File: src/rtl/prefetch_pkg.sv
// prefetch_pkg: shared FSM state type and fetch step for the instruction prefetch buffer
package prefetch_pkg;
    typedef enum logic [1:0] {PF_IDLE, PF_RUN, PF_DRAIN} pf_state_t;
    localparam int PC_STEP = 4;
endpackage

File: src/rtl/prefetch_fifo.sv
// prefetch_fifo: synchronous FIFO of {instr, pc} entries with push/pop/clear, async active-high reset
// Ports: push/pop/clear control, push_data/push_pc in, head_data/head_pc out, count/full/empty status.
// Push while full is accepted only with a simultaneous pop; clear empties the FIFO and wins over push/pop.
module prefetch_fifo #(
    parameter int WIDTH = 32,
    parameter int DEPTH = 4
) (
    input  logic                     clk,
    input  logic                     reset,
    input  logic                     push,
    input  logic                     pop,
    input  logic                     clear,
    input  logic [WIDTH-1:0]         push_data,
    input  logic [WIDTH-1:0]         push_pc,
    output logic [WIDTH-1:0]         head_data,
    output logic [WIDTH-1:0]         head_pc,
    output logic [$clog2(DEPTH):0]   count,
    output logic                     full,
    output logic                     empty
);
    localparam int AW = $clog2(DEPTH);
    typedef struct packed {
        logic [WIDTH-1:0] data;
        logic [WIDTH-1:0] pc;
    } pf_entry_t;
    pf_entry_t mem_q [DEPTH];
    pf_entry_t mem_d [DEPTH];
    logic [AW-1:0] wr_q, wr_d, rd_q, rd_d;
    logic [AW:0] cnt_q, cnt_d;
    logic do_push, do_pop;
    assign full = cnt_q == (AW+1)'(DEPTH);
    assign empty = cnt_q == '0;
    assign do_push = push && (!full || pop);
    assign do_pop = pop && !empty;
    assign head_data = mem_q[rd_q].data;
    assign head_pc = mem_q[rd_q].pc;
    assign count = cnt_q;
    always_comb begin
        mem_d = mem_q;
        if (do_push) mem_d[wr_q] = '{data: push_data, pc: push_pc};
        wr_d = clear ? '0 : wr_q + AW'(do_push);
        rd_d = clear ? '0 : rd_q + AW'(do_pop);
        cnt_d = clear ? '0 : cnt_q + (AW+1)'(do_push) - (AW+1)'(do_pop);
    end
    always_ff @(posedge clk or posedge reset) begin
        if (reset) begin
            for (int i = 0; i < DEPTH; i++) mem_q[i] <= '0;
            wr_q <= '0;
            rd_q <= '0;
            cnt_q <= '0;
        end else begin
            mem_q <= mem_d;
            wr_q <= wr_d;
            rd_q <= rd_d;
            cnt_q <= cnt_d;
        end
    end
endmodule

File: src/rtl/instr_prefetch_buffer.sv
// instr_prefetch_buffer: sequential imem fetch into a small FIFO feeding the decoder over valid/ready
// Ports: start/end_pc/redirect/redirect_pc control; imem_addr/imem_en/imem_rd fetch interface;
// instr_out/instr_pc/instr_valid/instr_ready decoder handshake; count/busy status.
// Option macro PREFETCH_BYPASS_EN: an empty FIFO forwards imem_rd/fetch_pc to the decoder in the
// fetch cycle (latency 0); otherwise words leave only from the FIFO head (latency 1).
module instr_prefetch_buffer
    import prefetch_pkg::*;
#(
    parameter int          WIDTH    = 32,
    parameter int          DEPTH    = 4,
    parameter logic [31:0] RESET_PC = 32'h0
) (
    input  logic                   clk,
    input  logic                   reset,
    input  logic                   start,
    input  logic [WIDTH-1:0]       end_pc,
    input  logic                   redirect,
    input  logic [WIDTH-1:0]       redirect_pc,
    output logic [WIDTH-1:0]       imem_addr,
    output logic                   imem_en,
    input  logic [WIDTH-1:0]       imem_rd,
    output logic [WIDTH-1:0]       instr_out,
    output logic [WIDTH-1:0]       instr_pc,
    output logic                   instr_valid,
    input  logic                   instr_ready,
    output logic [$clog2(DEPTH):0] count,
    output logic                   busy
);
    pf_state_t state_q, state_d;
    logic [WIDTH-1:0] fetch_pc_q, fetch_pc_d, head_data, head_pc;
    logic fetch, bypass, fifo_push, fifo_pop, full, empty;
    // Pop is derived from the FIFO head only, so the fetch enable never loops through instr_valid.
    assign fifo_pop = !empty && instr_ready;
`ifdef PREFETCH_BYPASS_EN
    assign bypass = state_q == PF_RUN && !redirect && empty;
`else
    assign bypass = 1'b0;
`endif
    assign fetch = state_q == PF_RUN && !redirect && (!full || fifo_pop);
    // A bypassed word taken by the decoder this cycle must not also be queued.
    assign fifo_push = fetch && !(bypass && instr_ready);
    assign imem_en = fetch;
    assign imem_addr = fetch_pc_q;
    assign instr_valid = !empty || bypass;
    assign instr_out = bypass ? imem_rd : head_data;
    assign instr_pc = bypass ? fetch_pc_q : head_pc;
    assign busy = state_q != PF_IDLE;
    always_comb begin
        state_d = redirect                                          ? PF_RUN   :
                  (state_q == PF_IDLE && start)                     ? PF_RUN   :
                  (state_q == PF_RUN && fetch && fetch_pc_q == end_pc) ? PF_DRAIN :
                  (state_q == PF_DRAIN && empty)                    ? PF_IDLE  : state_q;
        fetch_pc_d = redirect ? (redirect_pc & ~WIDTH'(3)) :
                     fetch    ? fetch_pc_q + WIDTH'(PC_STEP) : fetch_pc_q;
    end
    always_ff @(posedge clk or posedge reset) begin
        if (reset) begin
            state_q <= PF_IDLE;
            fetch_pc_q <= WIDTH'(RESET_PC);
        end else begin
            state_q <= state_d;
            fetch_pc_q <= fetch_pc_d;
        end
    end
    prefetch_fifo #(.WIDTH(WIDTH), .DEPTH(DEPTH)) u_fifo (
        .clk(clk),
        .reset(reset),
        .push(fifo_push),
        .pop(fifo_pop),
        .clear(redirect),
        .push_data(imem_rd),
        .push_pc(fetch_pc_q),
        .head_data(head_data),
        .head_pc(head_pc),
        .count(count),
        .full(full),
        .empty(empty)
    );
endmodule

File: config.mk
export PLATFORM = sky130hd
export DESIGN_NAME = instr_prefetch_buffer
export DESIGN_NICKNAME = d
export VERILOG_FILES = /design/src/rtl/prefetch_pkg.sv /design/src/rtl/prefetch_fifo.sv /design/src/rtl/instr_prefetch_buffer.sv
export SDC_FILE = /design/constraint.sdc
export NUM_CORES = 1
export LEC_CHECK = 0
export CAP_MARGIN = 20
export CORE_MARGIN = 3
export CORE_UTILIZATION = 45
export CTS_CLUSTER_SIZE = 20
export DETAILED_ROUTE_END_ITERATION = 7
export PLACE_DENSITY = 0.68
export REMOVE_ABC_BUFFERS = 1
export SLEW_MARGIN = 0
export SYNTH_ARGS = -nofsm -noshare
export SYNTH_HDL_FRONTEND = slang
export SYNTH_SLANG_ARGS = --single-unit
File: constraint.sdc
create_clock -name clk -period 10.4 [get_ports clk]
set_input_delay 1.56 -clock clk [delete_from_list [all_inputs] [get_ports clk]]
set_output_delay 1.56 -clock clk [all_outputs]
set_load 0.05 [all_outputs]
# Word level (Yosys, flattened, before mapping)
# Cells that the tools add are included.
dict set report totals {
  elab_cells 61
  reg_bits 297
  out_inout_bits 102
  input_bits 101
}
dict set report classes {
  bitwise_logic 2
  add_sub_neg 5
  reduce_logical 19
  n_eq_ne 4
  mux 15
  order_cmp 3
}
# cell n
set op_table {}
lappend op_table {{256-bit bitwise mux} 1}
lappend op_table {{64-bit 2-to-1 mux} 3}
lappend op_table {{64-bit binary-select mux with 2-bit select} 1}
lappend op_table {{64-bit demux with 2-bit select} 1}
lappend op_table {{32-bit 2-to-1 mux} 2}
lappend op_table {{32-bit by 3-bit adder with 32-bit output, second input constant} 1}
lappend op_table {{32-bit == test} 1}
lappend op_table {{2-bit 2-to-1 mux} 6}
lappend op_table {{1-bit logical AND} 10}
lappend op_table {{3-bit >= comparator, second input constant} 2}
lappend op_table {{2-bit inverter with 3-bit output} 2}
lappend op_table {{2-bit by 1-bit adder with 2-bit output} 2}
lappend op_table {{2-bit nonzero test} 2}
lappend op_table {{4-bit nonzero test} 1}
lappend op_table {{3-bit by 1-bit adder with 3-bit output} 1}
lappend op_table {{3-bit == test, second input constant} 1}
lappend op_table {{1-bit zero test} 3}
lappend op_table {{3-bit zero test} 1}
lappend op_table {{3-bit by 1-bit < comparator with 1-bit output, second input constant} 1}
lappend op_table {{3-bit 2-to-1 mux} 1}
lappend op_table {{3-bit by 1-bit subtractor with 3-bit output} 1}
lappend op_table {{2-bit by 1-bit == test with 1-bit output, second input constant} 1}
lappend op_table {{2-bit == test, second input constant} 1}
lappend op_table {{2-bit zero test} 1}
lappend op_table {{1-bit logical OR} 1}

# Depth between registers and ports, before layout
dict set report depth {
  depth_word 10
  ltp_mapped 10
  ltp_nobuf 9
}

# Cells and area by module
# From an unflattened synthesis, not the netlist that was laid out.
dict set report unflattened {
  hier_cells 933
  area_unflattened_um2 13797.0
}
# mod n_inst area_per_inst_um2 seq_area_each_um2 cells_per_inst
set modules_own_cells {}
lappend modules_own_cells {prefetch_fifo 1 11501.0 6581.3 659}
lappend modules_own_cells {instr_prefetch_buffer 1 2296.0 800.8 274}

# Worst setup path after synthesis
# OpenSTA, ideal clock, no wires.
dict set report synth_path {
  path_type {input to output}
  from {input redirect}
  to {output imem_en}
  n_path_buf 2
  t_required_ns 8.840
  arrival_time_ns 2.723
  path_stages 4
  setup_slack_ns 6.117
  path_cell_list {or4b_1 inv_2 buf_2 buf_2}
}
dict set report synth_via {
  elab_chain_len 3
}
# element line_no
set synth_rtl {}
lappend synth_rtl {{from (decl)} instr_prefetch_buffer.sv:17} ;# input logic redirect,
lappend synth_rtl {{1-bit zero test} instr_prefetch_buffer.sv:39} ;# assign fetch = state_q == PF_RUN && !redirect && (!full || fifo_pop);
lappend synth_rtl {{1-bit logical AND (2 in series)} instr_prefetch_buffer.sv:39}
lappend synth_rtl {{to (decl)} instr_prefetch_buffer.sv:20} ;# output logic imem_en,
# Every way passes these cells.

# Worst setup path in the final report
# Same ends and word-level chain as after synthesis.

==> metrics.txt <==
gpl congestion 0.825; Hold Path Stages 1; die height 178 um; Mean Syn Cell Area 14.6 um^2; Port Buffer Count 196; Synth warnings 0; die area 31800 um^2; Tcrit/Tclk final 55.0%; hold path endpoint u_fifo.mem_q[182]; Post-CTS Hold Buffers 0; synthesis-stage register bit count 287; Final Core Density 57.0%; Resized cells post-CTS 0; Clock Latency Late Sink 0.56 ns; critical path endpoint category primary output; Initial DRC Count 480; top post-synthesis cells by count dfrtp_1, mux2_2, mux4_2, clkbuf_1, nand2_1; worst-case reg-to-reg path depth 7; Global Route Usage Sum 20.3%; register-to-register setup slack 7.25 ns; # nets final 1183; Core Area 29000 um^2; Arr. time, crit path 4.16 ns; Post-synth EDFFs 0; # rows 62; setup violators final 0; DR vias 8336; Clock Skew 0.0217 ns; Routed Antenna Nets 0; R2R Path Start u_fifo.count[2]; Logic pwr share 42.4%; sequential power share 36.8%; most frequent cell after synthesis dfrtp_1; Post-CTS Setup Inserts 0; Seq/Total Area, Yosys 53.8%; Post-Route WL 32.4 mm; # IOs 203; P_sw 0.00194 W; largest net degree at the start of global routing 179; Reg-to-Reg End u_fifo.mem_q[161]; initial core utilization 46.0%; Vias/cell 5.61; RSZ-0062 raised after global routing false; Slew Viols, Final 0; Hold Crit Class register to register; global-route wire length before repair 50.4 mm; Yosys top cell by area dfrtp_1; Post-synth ARST share 100%; worst hold start u_fifo.mem_q[182]; sw frac 37.3%; Leak Pwr 6.82 nW; Post-route DRC 0; clk sink count 287; Mapped Area 13400 um^2; Clock Tree Root clkbuf_16; Crit Path Max Fanout 41; initial antenna violation count 5; min Tclk post-route 5.72 ns; H-tree lvl count 1; setup TNS 0 ns; dominant synthesized flop cell dfrtp_1; worst slew pin tran 1.14 ns; vias in the first global route 8645; kind of critical path input port to primary output; main area contributors after synthesis dfrtp_1, mux2_2, mux4_2, xor2_1, buf_2; status complete, no violations; P&R area growth vs syn 23.7%; slew margin rel. 23.7%; Bufs on Longest Clock Path 3; CTS tree done; grt ovf 0; top cell type's share of synthesized area 53.8%; fmax 175 MHz; CP startpoint kind input port; Die Width 178 um; Unique masters post-synth 54; cell internal power dissipation 0.00325 W; Reg clk slew, reported paths 0.06 ns; Max Cap Violations 0; CP Data Required Time 8.84 ns; power share of the clock group 20.8%; maximum VDD drop 0.189 mV; Syn Inst Count 917; Wirelength per Cell 21.8 um; First-pass DRT Iterations 4; PwrDens 314 nW/um^2; DP HPWL 19.9 mm; fraction of layout cells with a size suffix above 1 33.3%; number of fill cells 2406; CTS Buf Count 31; Fin. Hold Viols 0
==> cell type report <==
class,instances,area [um^2],share of cell area [%]
Antenna cell,3,7.51,0.0454
Clock buffer,50,947,5.73
Clock inverter,6,63.8,0.386
Inverter,9,41.3,0.250
Multi-Input combinational cell,542,5750,34.8
Sequential cell,287,7190,43.5
Tap cell,384,480,2.91
Timing Repair Buffer,205,2040,12.4
==> kinds of logic (layout without fill, tap and decap cells) <==
| kind of cell | count (synthesis) | in the layout | share of synthesized area (%) |
|---|---|---|---|
| other | 1 | 7 | 0.0281 |
| flip-flops | 287 | 287 | 53.8 |
| multiplexers | 311 | 311 | 31.4 |
| adder cells (fa/ha/maj) | 6 | 6 | 0.618 |
| buffers and inverters | 91 | 270 | 3.42 |
| XOR/XNOR | 35 | 35 | 2.29 |
| AND/OR/NAND/NOR | 121 | 121 | 4.90 |
| AO/OA/AOI/OAI | 65 | 65 | 3.55 |
==> layout by cell type, fill, tap and decap left out, types with 4 or more instances in the layout <==
cell type | synthesis | routed
o311ai_0 | 11 | 11
nor2_1 | 15 | 15
dfrtp_1 | 287 | 285
o211ai_1 | 10 | 10
inv_1 | 8 | 7
clkbuf_1 | 32 | 9
a31oi_1 | 5 | 5
conb_1 | 1 | 4
clkdlybuf4s50_1 | 0 | 196
buf_4 | 10 | 8
nor4_1 | 10 | 10
a21oi_1 | 5 | 5
xnor2_1 | 7 | 7
nand4_1 | 14 | 14
xor2_1 | 28 | 28
mux2_1 | 10 | 10
nand2_1 | 30 | 30
nor2b_1 | 5 | 5
clkbuf_16 | 0 | 31
mux2_2 | 237 | 237
nand3_1 | 15 | 14
clkbuf_8 | 0 | 10
and2_1 | 6 | 6
mux4_2 | 62 | 62
a221o_1 | 9 | 9
o21ai_0 | 16 | 16
and3_1 | 5 | 5
ha_1 | 5 | 5
==> power by group through the flow <==
stage	Combinational [W]	Clock (W)	Sequential [W]
2_1_floorplan	0.00154	0	0.00192
3_3_place_gp	0.00219	0	0.00191
3_5_place_dp	0.00222	0	0.00193
4_1_cts	0.00223	0.00111	0.00191
5_1_grt	0.00233	0.00115	0.00197
6_report	0.00220	0.00108	0.00191
==> registers in the layout, summed over array words and instances, names as in the netlist <==
register	count
u_fifo.rd_q	2
u_fifo.count	3
u_fifo.mem_q	248
state_q	2
imem_addr	30
u_fifo.wr_q	2
==> through the flow <==
| step | power (W) | hold slack, ns | instances | instance area [um^2] | worst slack [ns] |
|---|---|---|---|---|---|
| floorplan | 0.00346 | 0.445 | 838 | 12900 | 0.919 |
| global placement | 0.00410 | 0.463 | 1427 | 15500 | 4.68 |
| detailed placement | 0.00415 | 0.470 | 1427 | 15500 | 4.68 |
| CTS | 0.00525 | 0.483 | 1483 | 16500 | 4.68 |
| global route | 0.00545 | 0.500 | 1486 | 16500 | 4.60 |
| finish | 0.00519 | 0.482 | 1486 | 16500 | 4.68 |
==> worst max-delay path, cell delays in order <==
cell and delay, ns:
clkdlybuf4s50_1 0.39, buf_4 0.27, or4b_1 0.60, inv_2 0.41, clkdlybuf4s50_1 0.90
==> how the worst max path moves through the flow <==
stage / start / endpoint / slack [ns] / cells past startpoint
after floorplan: reset / imem_addr[10] / 0.92 / 1
after CTS: redirect / imem_en / 4.68 / 5
after detailed placement: redirect / imem_en / 4.68 / 5
after global placement: redirect / imem_en / 4.68 / 5
final: redirect / imem_en / 4.68 / 5
after global routing: redirect / imem_en / 4.60 / 5
==> metal layers <==
layer | wire length [um] | up-vias | share of wire (%) | GRT usage, %
met5 | 24 | - | 0.074 | 0
met4 | 1030 | 4 | 3.2 | 6.43
met3 | 2090 | 63 | 6.5 | 5.09
met2 | 15500 | 209 | 48 | 32.9
met1 | 13700 | 4343 | 42 | 27.1
li1 | - | 3717 | - | -
Note: power is estimated with default switching activity, not from simulation.
